`config.mk`:
```
export PLATFORM = sky130hd
export DESIGN_NAME = lfsr_seq_ctrl_flat
export DESIGN_NICKNAME = d
export VERILOG_FILES = /design/src/rtl/rfft_pkg.sv /design/src/rtl/lfsr_seq_ctrl_if.sv /design/src/rtl/lfsr_galois.sv /design/src/rtl/lfsr_seq_ctrl.sv /design/src/flat_wrapper.sv
export SDC_FILE = /design/constraint.sdc
export NUM_CORES = 1
export LEC_CHECK = 0
export ABC_AREA = 1
export BUFFER_PORTS_ARGS = -buffer_cell sky130_fd_sc_hd__buf_4
export CAP_MARGIN = 20
export CORE_AREA = 2 2 105 107
export DETAILED_ROUTE_END_ITERATION = 16
export DIE_AREA = 0 0 107 109
export GPL_TIMING_DRIVEN = 0
export PLACE_DENSITY = 0.47
export SLEW_MARGIN = 20
export SYNTH_ARGS = -nofsm -noshare
export SYNTH_HDL_FRONTEND = slang
export SYNTH_SLANG_ARGS = --single-unit
```
`constraint.sdc`:
```
create_clock -name clk -period 1.55 [get_ports clk]
set_input_delay 0.0775 -clock clk [delete_from_list [all_inputs] [get_ports clk]]
set_output_delay 0.0775 -clock clk [all_outputs]
set_load 0.03 [all_outputs]
```
`src/rtl/rfft_pkg.sv`:
```
// Shared definitions for the RFFT stimulus path: default widths, the LFSR
// feedback polynomial and the sequencer FSM state encoding.
package rfft_pkg;

    localparam int DATA_W_DEFAULT = 16;
    localparam int CNT_W_DEFAULT  = 9;

    // x^16 + x^14 + x^13 + x^11 + 1 for a right-shifting Galois LFSR
    localparam logic [15:0] LFSR_POLY_DEFAULT = 16'hB400;

    // Sequencer states, 2-bit legacy-compatible encoding
    localparam logic [1:0] ST_IDLE = 2'd0;
    localparam logic [1:0] ST_LOAD = 2'd1;
    localparam logic [1:0] ST_RUN  = 2'd2;
    localparam logic [1:0] ST_DONE = 2'd3;

endpackage

```
`src/rtl/lfsr_seq_ctrl_if.sv`:
```
// Output stream of the LFSR sequencer.
// Handshake: a beat transfers on every rising clock edge where out_valid and
// out_ready are both high; while out_valid is high and out_ready is low the
// master holds out_data, sample_idx and out_last stable.
interface lfsr_seq_ctrl_if #(
    parameter int DATA_W = 16,
    parameter int CNT_W  = 9
);
    logic              out_valid;
    logic              out_ready;
    logic [DATA_W-1:0] out_data;
    logic              out_last;
    logic [CNT_W-1:0]  sample_idx;

    modport master (
        output out_valid, out_data, out_last, sample_idx,
        input  out_ready
    );

    modport slave (
        input  out_valid, out_data, out_last, sample_idx,
        output out_ready
    );
endinterface

```
`src/rtl/lfsr_galois.sv`:
```
// 16-bit (parameterisable) right-shifting Galois LFSR register.
// Holds its value unless loaded or stepped; load takes priority over step.
module lfsr_galois #(
    parameter int                DATA_W = 16,
    parameter logic [DATA_W-1:0] POLY   = 16'hB400
) (
    input  logic              clk,
    input  logic              reset,
    input  logic              load,
    input  logic [DATA_W-1:0] load_val,
    input  logic              step,
    output logic [DATA_W-1:0] state
);

    logic [DATA_W-1:0] state_q;
    logic [DATA_W-1:0] state_d;

    // Next LFSR value: load, Galois step, or hold
    always_comb begin
        state_d = state_q;
        if (load) begin
            state_d = load_val;
        end else if (step) begin
            state_d = state_q >> 1;
            if (state_q[0]) begin
                state_d = state_d ^ POLY;
            end
        end
    end

    // State register with synchronous reset to zero
    always_ff @(posedge clk) begin
        if (reset) begin
            state_q <= '0;
        end else begin
            state_q <= state_d;
        end
    end

    assign state = state_q;

endmodule

```
`src/rtl/lfsr_seq_ctrl.sv`:
```
// LFSR stimulus sequencer: captures seed and sample count on start, loads the
// LFSR and streams num_samples words, stepping the LFSR only on accepted beats.
// Optional feature macro: LFSR_ZERO_SEED_GUARD_EN (replace a zero seed by 1 and
// flag it on seed_fixed).
module lfsr_seq_ctrl
    import rfft_pkg::*;
#(
    parameter int                DATA_W = DATA_W_DEFAULT,
    parameter int                CNT_W  = CNT_W_DEFAULT,
    parameter logic [DATA_W-1:0] POLY   = LFSR_POLY_DEFAULT
) (
    input  logic                  clk,
    input  logic                  reset,
    input  logic                  start,
    input  logic                  abort,
    input  logic [DATA_W-1:0]     seed,
    input  logic [CNT_W-1:0]      num_samples,
    lfsr_seq_ctrl_if.master       out_if,
    output logic                  busy,
    output logic                  done,
    output logic                  seed_fixed,
    output logic [1:0]            dbg_state
);

    logic [1:0]        state_q, state_d;
    logic [DATA_W-1:0] seed_q, seed_d;
    logic [CNT_W-1:0]  num_q, num_d;
    logic [CNT_W-1:0]  idx_q, idx_d;
    logic [DATA_W-1:0] lfsr_state;
    logic [DATA_W-1:0] load_val;
    logic              lfsr_load;
    logic              lfsr_step;
    logic              fire;
    logic              is_last;
    logic              start_acc;

    assign fire      = (state_q == ST_RUN) && out_if.out_ready;
    assign is_last   = (idx_q == num_q - CNT_W'(1));
    assign start_acc = (state_q == ST_IDLE) && start && !abort;
    // abort freezes the LFSR, so neither load nor step may happen alongside it
    assign lfsr_load = (state_q == ST_LOAD) && !abort;
    assign lfsr_step = fire && !abort;

    // FSM sequencing, parameter capture and beat counting; abort overrides all
    always_comb begin
        state_d = state_q;
        seed_d  = seed_q;
        num_d   = num_q;
        idx_d   = idx_q;
        case (state_q)
            ST_IDLE: begin
                if (start) begin
                    state_d = ST_LOAD;
                    seed_d  = seed;
                    num_d   = num_samples;
                end
            end
            ST_LOAD: begin
                idx_d   = '0;
                state_d = (num_q == '0) ? ST_DONE : ST_RUN;
            end
            ST_RUN: begin
                if (fire) begin
                    idx_d = idx_q + CNT_W'(1);
                    if (is_last) begin
                        state_d = ST_DONE;
                    end
                end
            end
            default: begin
                state_d = ST_IDLE;
            end
        endcase
        if (abort) begin
            state_d = ST_IDLE;
            seed_d  = seed_q;
            num_d   = num_q;
            idx_d   = idx_q;
        end
    end

    // Sequencer registers
    always_ff @(posedge clk) begin
        if (reset) begin
            state_q <= ST_IDLE;
            seed_q  <= '0;
            num_q   <= '0;
            idx_q   <= '0;
        end else begin
            state_q <= state_d;
            seed_q  <= seed_d;
            num_q   <= num_d;
            idx_q   <= idx_d;
        end
    end

`ifdef LFSR_ZERO_SEED_GUARD_EN
    logic seed_fixed_q, seed_fixed_d;

    // Zero is the LFSR lock-up state; substitute 1 so the run still toggles
    assign load_val = (seed_q == '0) ? DATA_W'(1) : seed_q;

    // Flag is decided at start acceptance so it is already high during LOAD
    always_comb begin
        seed_fixed_d = seed_fixed_q;
        if (start_acc) begin
            seed_fixed_d = (seed == '0);
        end
    end

    // Zero-seed flag register
    always_ff @(posedge clk) begin
        if (reset) begin
            seed_fixed_q <= 1'b0;
        end else begin
            seed_fixed_q <= seed_fixed_d;
        end
    end

    assign seed_fixed = seed_fixed_q;
`else
    logic unused_start_acc;

    assign load_val         = seed_q;
    assign seed_fixed       = 1'b0;
    assign unused_start_acc = start_acc;
`endif

    lfsr_galois #(
        .DATA_W (DATA_W),
        .POLY   (POLY)
    ) u_lfsr (
        .clk      (clk),
        .reset    (reset),
        .load     (lfsr_load),
        .load_val (load_val),
        .step     (lfsr_step),
        .state    (lfsr_state)
    );

    assign out_if.out_valid  = (state_q == ST_RUN);
    assign out_if.out_data   = lfsr_state;
    assign out_if.sample_idx = idx_q;
    assign out_if.out_last   = (state_q == ST_RUN) && is_last;
    assign busy              = (state_q == ST_LOAD) || (state_q == ST_RUN);
    assign done              = (state_q == ST_DONE);
    assign dbg_state         = state_q;

endmodule
```
`src/flat_wrapper.sv`:
```
// flat-port wrapper written by rule: the top's interface ports become plain ports
module lfsr_seq_ctrl_flat import rfft_pkg::*;
#(
    parameter int                DATA_W = DATA_W_DEFAULT,
    parameter int                CNT_W  = CNT_W_DEFAULT,
    parameter logic [DATA_W-1:0] POLY   = LFSR_POLY_DEFAULT
)
  (clk, reset, start, abort, seed, num_samples, busy, done, seed_fixed, dbg_state, out_if_out_valid, out_if_out_data, out_if_out_last, out_if_sample_idx, out_if_out_ready);
  lfsr_seq_ctrl_if #(.DATA_W(DATA_W), .CNT_W(CNT_W)) out_if_i ();
  input  logic clk;
  input  logic reset;
  input  logic start;
  input  logic abort;
  input  logic [DATA_W-1:0] seed;
  input  logic [CNT_W-1:0] num_samples;
  output logic busy;
  output logic done;
  output logic seed_fixed;
  output logic [1:0] dbg_state;
  output wire logic [$bits(out_if_i.out_valid)-1:0] out_if_out_valid;
  output wire logic [$bits(out_if_i.out_data)-1:0] out_if_out_data;
  output wire logic [$bits(out_if_i.out_last)-1:0] out_if_out_last;
  output wire logic [$bits(out_if_i.sample_idx)-1:0] out_if_sample_idx;
  input wire logic [$bits(out_if_i.out_ready)-1:0] out_if_out_ready;
  assign out_if_out_valid = out_if_i.out_valid;
  assign out_if_out_data = out_if_i.out_data;
  assign out_if_out_last = out_if_i.out_last;
  assign out_if_sample_idx = out_if_i.sample_idx;
  assign out_if_i.out_ready = out_if_out_ready;
  lfsr_seq_ctrl #(.DATA_W(DATA_W), .CNT_W(CNT_W), .POLY(POLY)) u_core (.clk(clk), .reset(reset), .start(start), .abort(abort), .seed(seed), .num_samples(num_samples), .out_if(out_if_i), .busy(busy), .done(done), .seed_fixed(seed_fixed), .dbg_state(dbg_state));
endmodule
```
==> flow_metrics.py <==
metrics = {
    "outcome": {
        "outcome": "complete, but fails checks",
        "violations": "negative setup slack",
    },
    "power": {
        "power_leakage_nw": 1.65,
        "total_power_mw": 3.12,
        "powerDensity_nw_per_um2": 792,
        "vdd_drop_max_mv": 0.483,
    },
    "setup_path": {
        "critPathCaptureType": "output pin",
        "required_ps": 1470,
        "startpoint_type": "flop",
        "path_common_cell": "nand2_1",
        "arrival_ps": 1880,
        "critPathMaxFanout": 2,
        "crit_slowest_cell": "dfxtp_2",
        "reg2regPathDepth": 16,
        "cpPeakStageDelay_ps": 370,
        "crit_type": "flop to output pin",
        "cp_cell_sequence": "inv_4 -> ha_4 -> inv_2 -> nand2_1 -> nand2_1 -> nor2_2 -> nand2_1 -> nor2_1 -> nand2_1 -> nor2_2 -> nand3_2 -> nor2_4 -> buf_6",
    },
    "die": {
        "die_y_microns": 109,
        "start_util": 0.245,
        "core_sq_um": 10600,
        "io_pins": 62,
        "die_w_microns": 107,
        "row_count": 38,
        "die_area_sq_um": 11700,
    },
    "run": {
        "maxCapViolCount": 0,
    },
    "clock_tree": {
        "insertion_delay_ps": 310,
        "root_buffer": "clkbuf_8",
        "clkTransAtPathRegs_ps": 110,
        "cts_buffers": 5,
        "cts_sinks": 52,
        "cts_tree": "done",
        "clock_path_buffers": 2,
        "htree_levels": 2,
    },
    "placement": {
        "placed_cells": 574,
        "dp.final_hpwl_mm": 5.66,
        "port-buffer-count": 59,
        "gp_congestion": 0.735,
    },
    "synth": {
        "synth_compound_area_frac": 0.142,
        "yosys_warnings": 0,
        "yosys.area_share.xor_xnor": 0.0236,
        "async_flop_share": 0,
        "ys_ff_latch": 52,
        "synth.area.mux_share": 0,
        "yosys-top-cells-count": "nand2_1 (73), nor2_1 (60), dfxtp_1 (52), inv_1 (44), o21ai_0 (30)",
        "synth-simple-area-share": 0.311,
        "synthCells": 375,
        "ys_seq_area_frac": 0.401,
        "syn_area_per_cell_sq_um": 6.92,
        "synth_cell_types": 33,
        "yosysMostFrequentCell": "nand2_1",
        "synthFlopType": "dfxtp_1",
        "ys_top_cells_by_area": "dfxtp_1 (40%), nand2_1 (11%), nor2_1 (8.7%)",
        "synth_area_sq_um": 2590,
        "synth-adder-area-share": 0.0289,
        "synth_top_area_frac": 0.401,
        "synth_edf_count": 0,
        "synth_top_family_by_area": "simple AND/OR/NAND/NOR gates",
        "yosysTopAreaCell": "dfxtp_1",
        "synth_nets": 411,
    },
    "layout": {
        "multi_input_area_sq_um": 1600,
        "area_growth_pct": 52.0,
        "seqCellArea_sq_um": 1050,
        "fin_cells": 612,
        "num_antenna_cells": 0,
        "drive_gt1_frac": 0.383,
        "fillers": 1142,
        "nNetsFinal": 507,
    },
    "timing": {
        "fmax_mhz": 510,
        "hold_viol": 0,
        "period_share": 1.26,
        "fin_setup_tns_ps": -1170,
        "holdWs_ps": 8.61,
        "worst_slew_pin_slew_ps": 529,
        "max_slew_margin": 0.648,
        "finalCriticalPeriod_ps": 1960,
        "slew_violations": 0,
        "setup_ws_ps": -410,
        "setup_viol": 8,
        "skew_ps": 11.3,
        "rsz0062_at_grt": "yes",
    },
    "drt": {
        "wl_per_cell_microns": 12.8,
        "viasPerCell": 4.34,
        "first_pass_iters": 4,
        "routed-via-count": 2658,
        "drc": 0,
        "drt_iter0_markers": 77,
        "ant_nets": 0,
        "wl_mm": 7.84,
    },
    "global_route": {
        "grt_max_degree": 19,
        "track_usage": 0.131,
        "first_global_vias": 2464,
        "antenna_found_initial": 0,
        "grt_pass1_wl_mm": 12.0,
        "gr-total-overflow": 0,
    },
    "min_path": {
        "hold_depth": 3,
        "hold_class": "input pin to flop",
    },
}
## placed cells by master, fill, tap and decap left out, types with 4 or more instances in the layout
| master | instances |
|---|---|
| nand3_2 | 4 |
| nor2_2 | 9 |
| buf_4 | 77 |
| inv_4 | 6 |
| nand2_2 | 9 |
| inv_2 | 8 |
| nand2_1 | 65 |
| buf_6 | 9 |
| dfxtp_1 | 47 |
| nor2_1 | 47 |
| a21oi_1 | 16 |
| clkbuf_8 | 5 |
| a31oi_1 | 11 |
| nor2_4 | 12 |
| xor2_1 | 5 |
| ha_4 | 4 |
| clkbuf_1 | 5 |
| inv_1 | 34 |
| o21ai_0 | 29 |
| nand3_1 | 15 |
## timing repair
item,in CTS,in global routing
gates cloned,0,1
setup endpoints to repair,48,46
hold buffers,2,0
gates resized for setup,28,52
hold endpoints to repair,2,0
setup buffers,16,12
pin swaps,12,29
## kinds of logic after synthesis
kind of cell | count (synthesis)
AND/OR/NAND/NOR | 181
buffers and inverters | 61
flip-flops | 52
AO/OA/AOI/OAI | 67
other | 1
adder cells (fa/ha/maj) | 6
XOR/XNOR | 7
## metrics by stage
stage / utilization / instance area, sq um / worst slack, ps
2_1_floorplan: - / 2700 / -140
4_1_cts: 0.347 / 3680 / -465
3_3_place_gp: 0.313 / 3320 / -234
6_report: 0.372 / 3940 / -410
3_5_place_dp: 0.313 / 3320 / -233
5_1_grt: 0.372 / 3940 / -597
## flip-flops by register name, summed over array words and instances, names as in the netlist
name / cells
u_core.out_if.sample_idx: 9
u_core.dbg_state: 2
u_core.u_lfsr.state: 16
u_core.num_q: 9
u_core.load_val: 16
## cell type report
class                      count  share of cell area
multi-input combinational    262               0.406
sequential                    52               0.267
timing repair buffer          90               0.187
inverter                      48              0.0495
tap                          140              0.0444
buffer                        12              0.0219
clock buffer                   5              0.0174
clock inverter                 3             0.00666
## worst max-delay path: cells and delay by family, from the launching register on
kind                       cells  cell delay, ps
and+or+nand+nor                9             730
buffers and inverters          3             200
DFF                            1             370
adders and majority gates      1             260
## metal layers
layer | global-route usage | up-vias | wire length (microns)
met5 | 0 | - | 0
met4 | 0.0371 | 0 | 88
met3 | 0.0245 | 6 | 293
met2 | 0.233 | 46 | 3960
met1 | 0.162 | 1209 | 3500
li1 | - | 1397 | -
## power by group
part	internal, mW	switching (mW)
combinational	0.356	0.450
sequential	1.41	0.0636
clock	0.334	0.514
## final timing paths
path / slack, ps / endpoint / start
worst min register to register: 480 / u_core.load_val[2] / u_core.load_val[2]
worst min-delay path: 9 / u_core.load_val[1] / seed[1]
worst max-delay path: -410 / out_if_out_last / u_core.num_q[0]
worst max register to register: -260 / u_core.dbg_state[0] / u_core.num_q[0]
(Power assumes the default switching activity.)
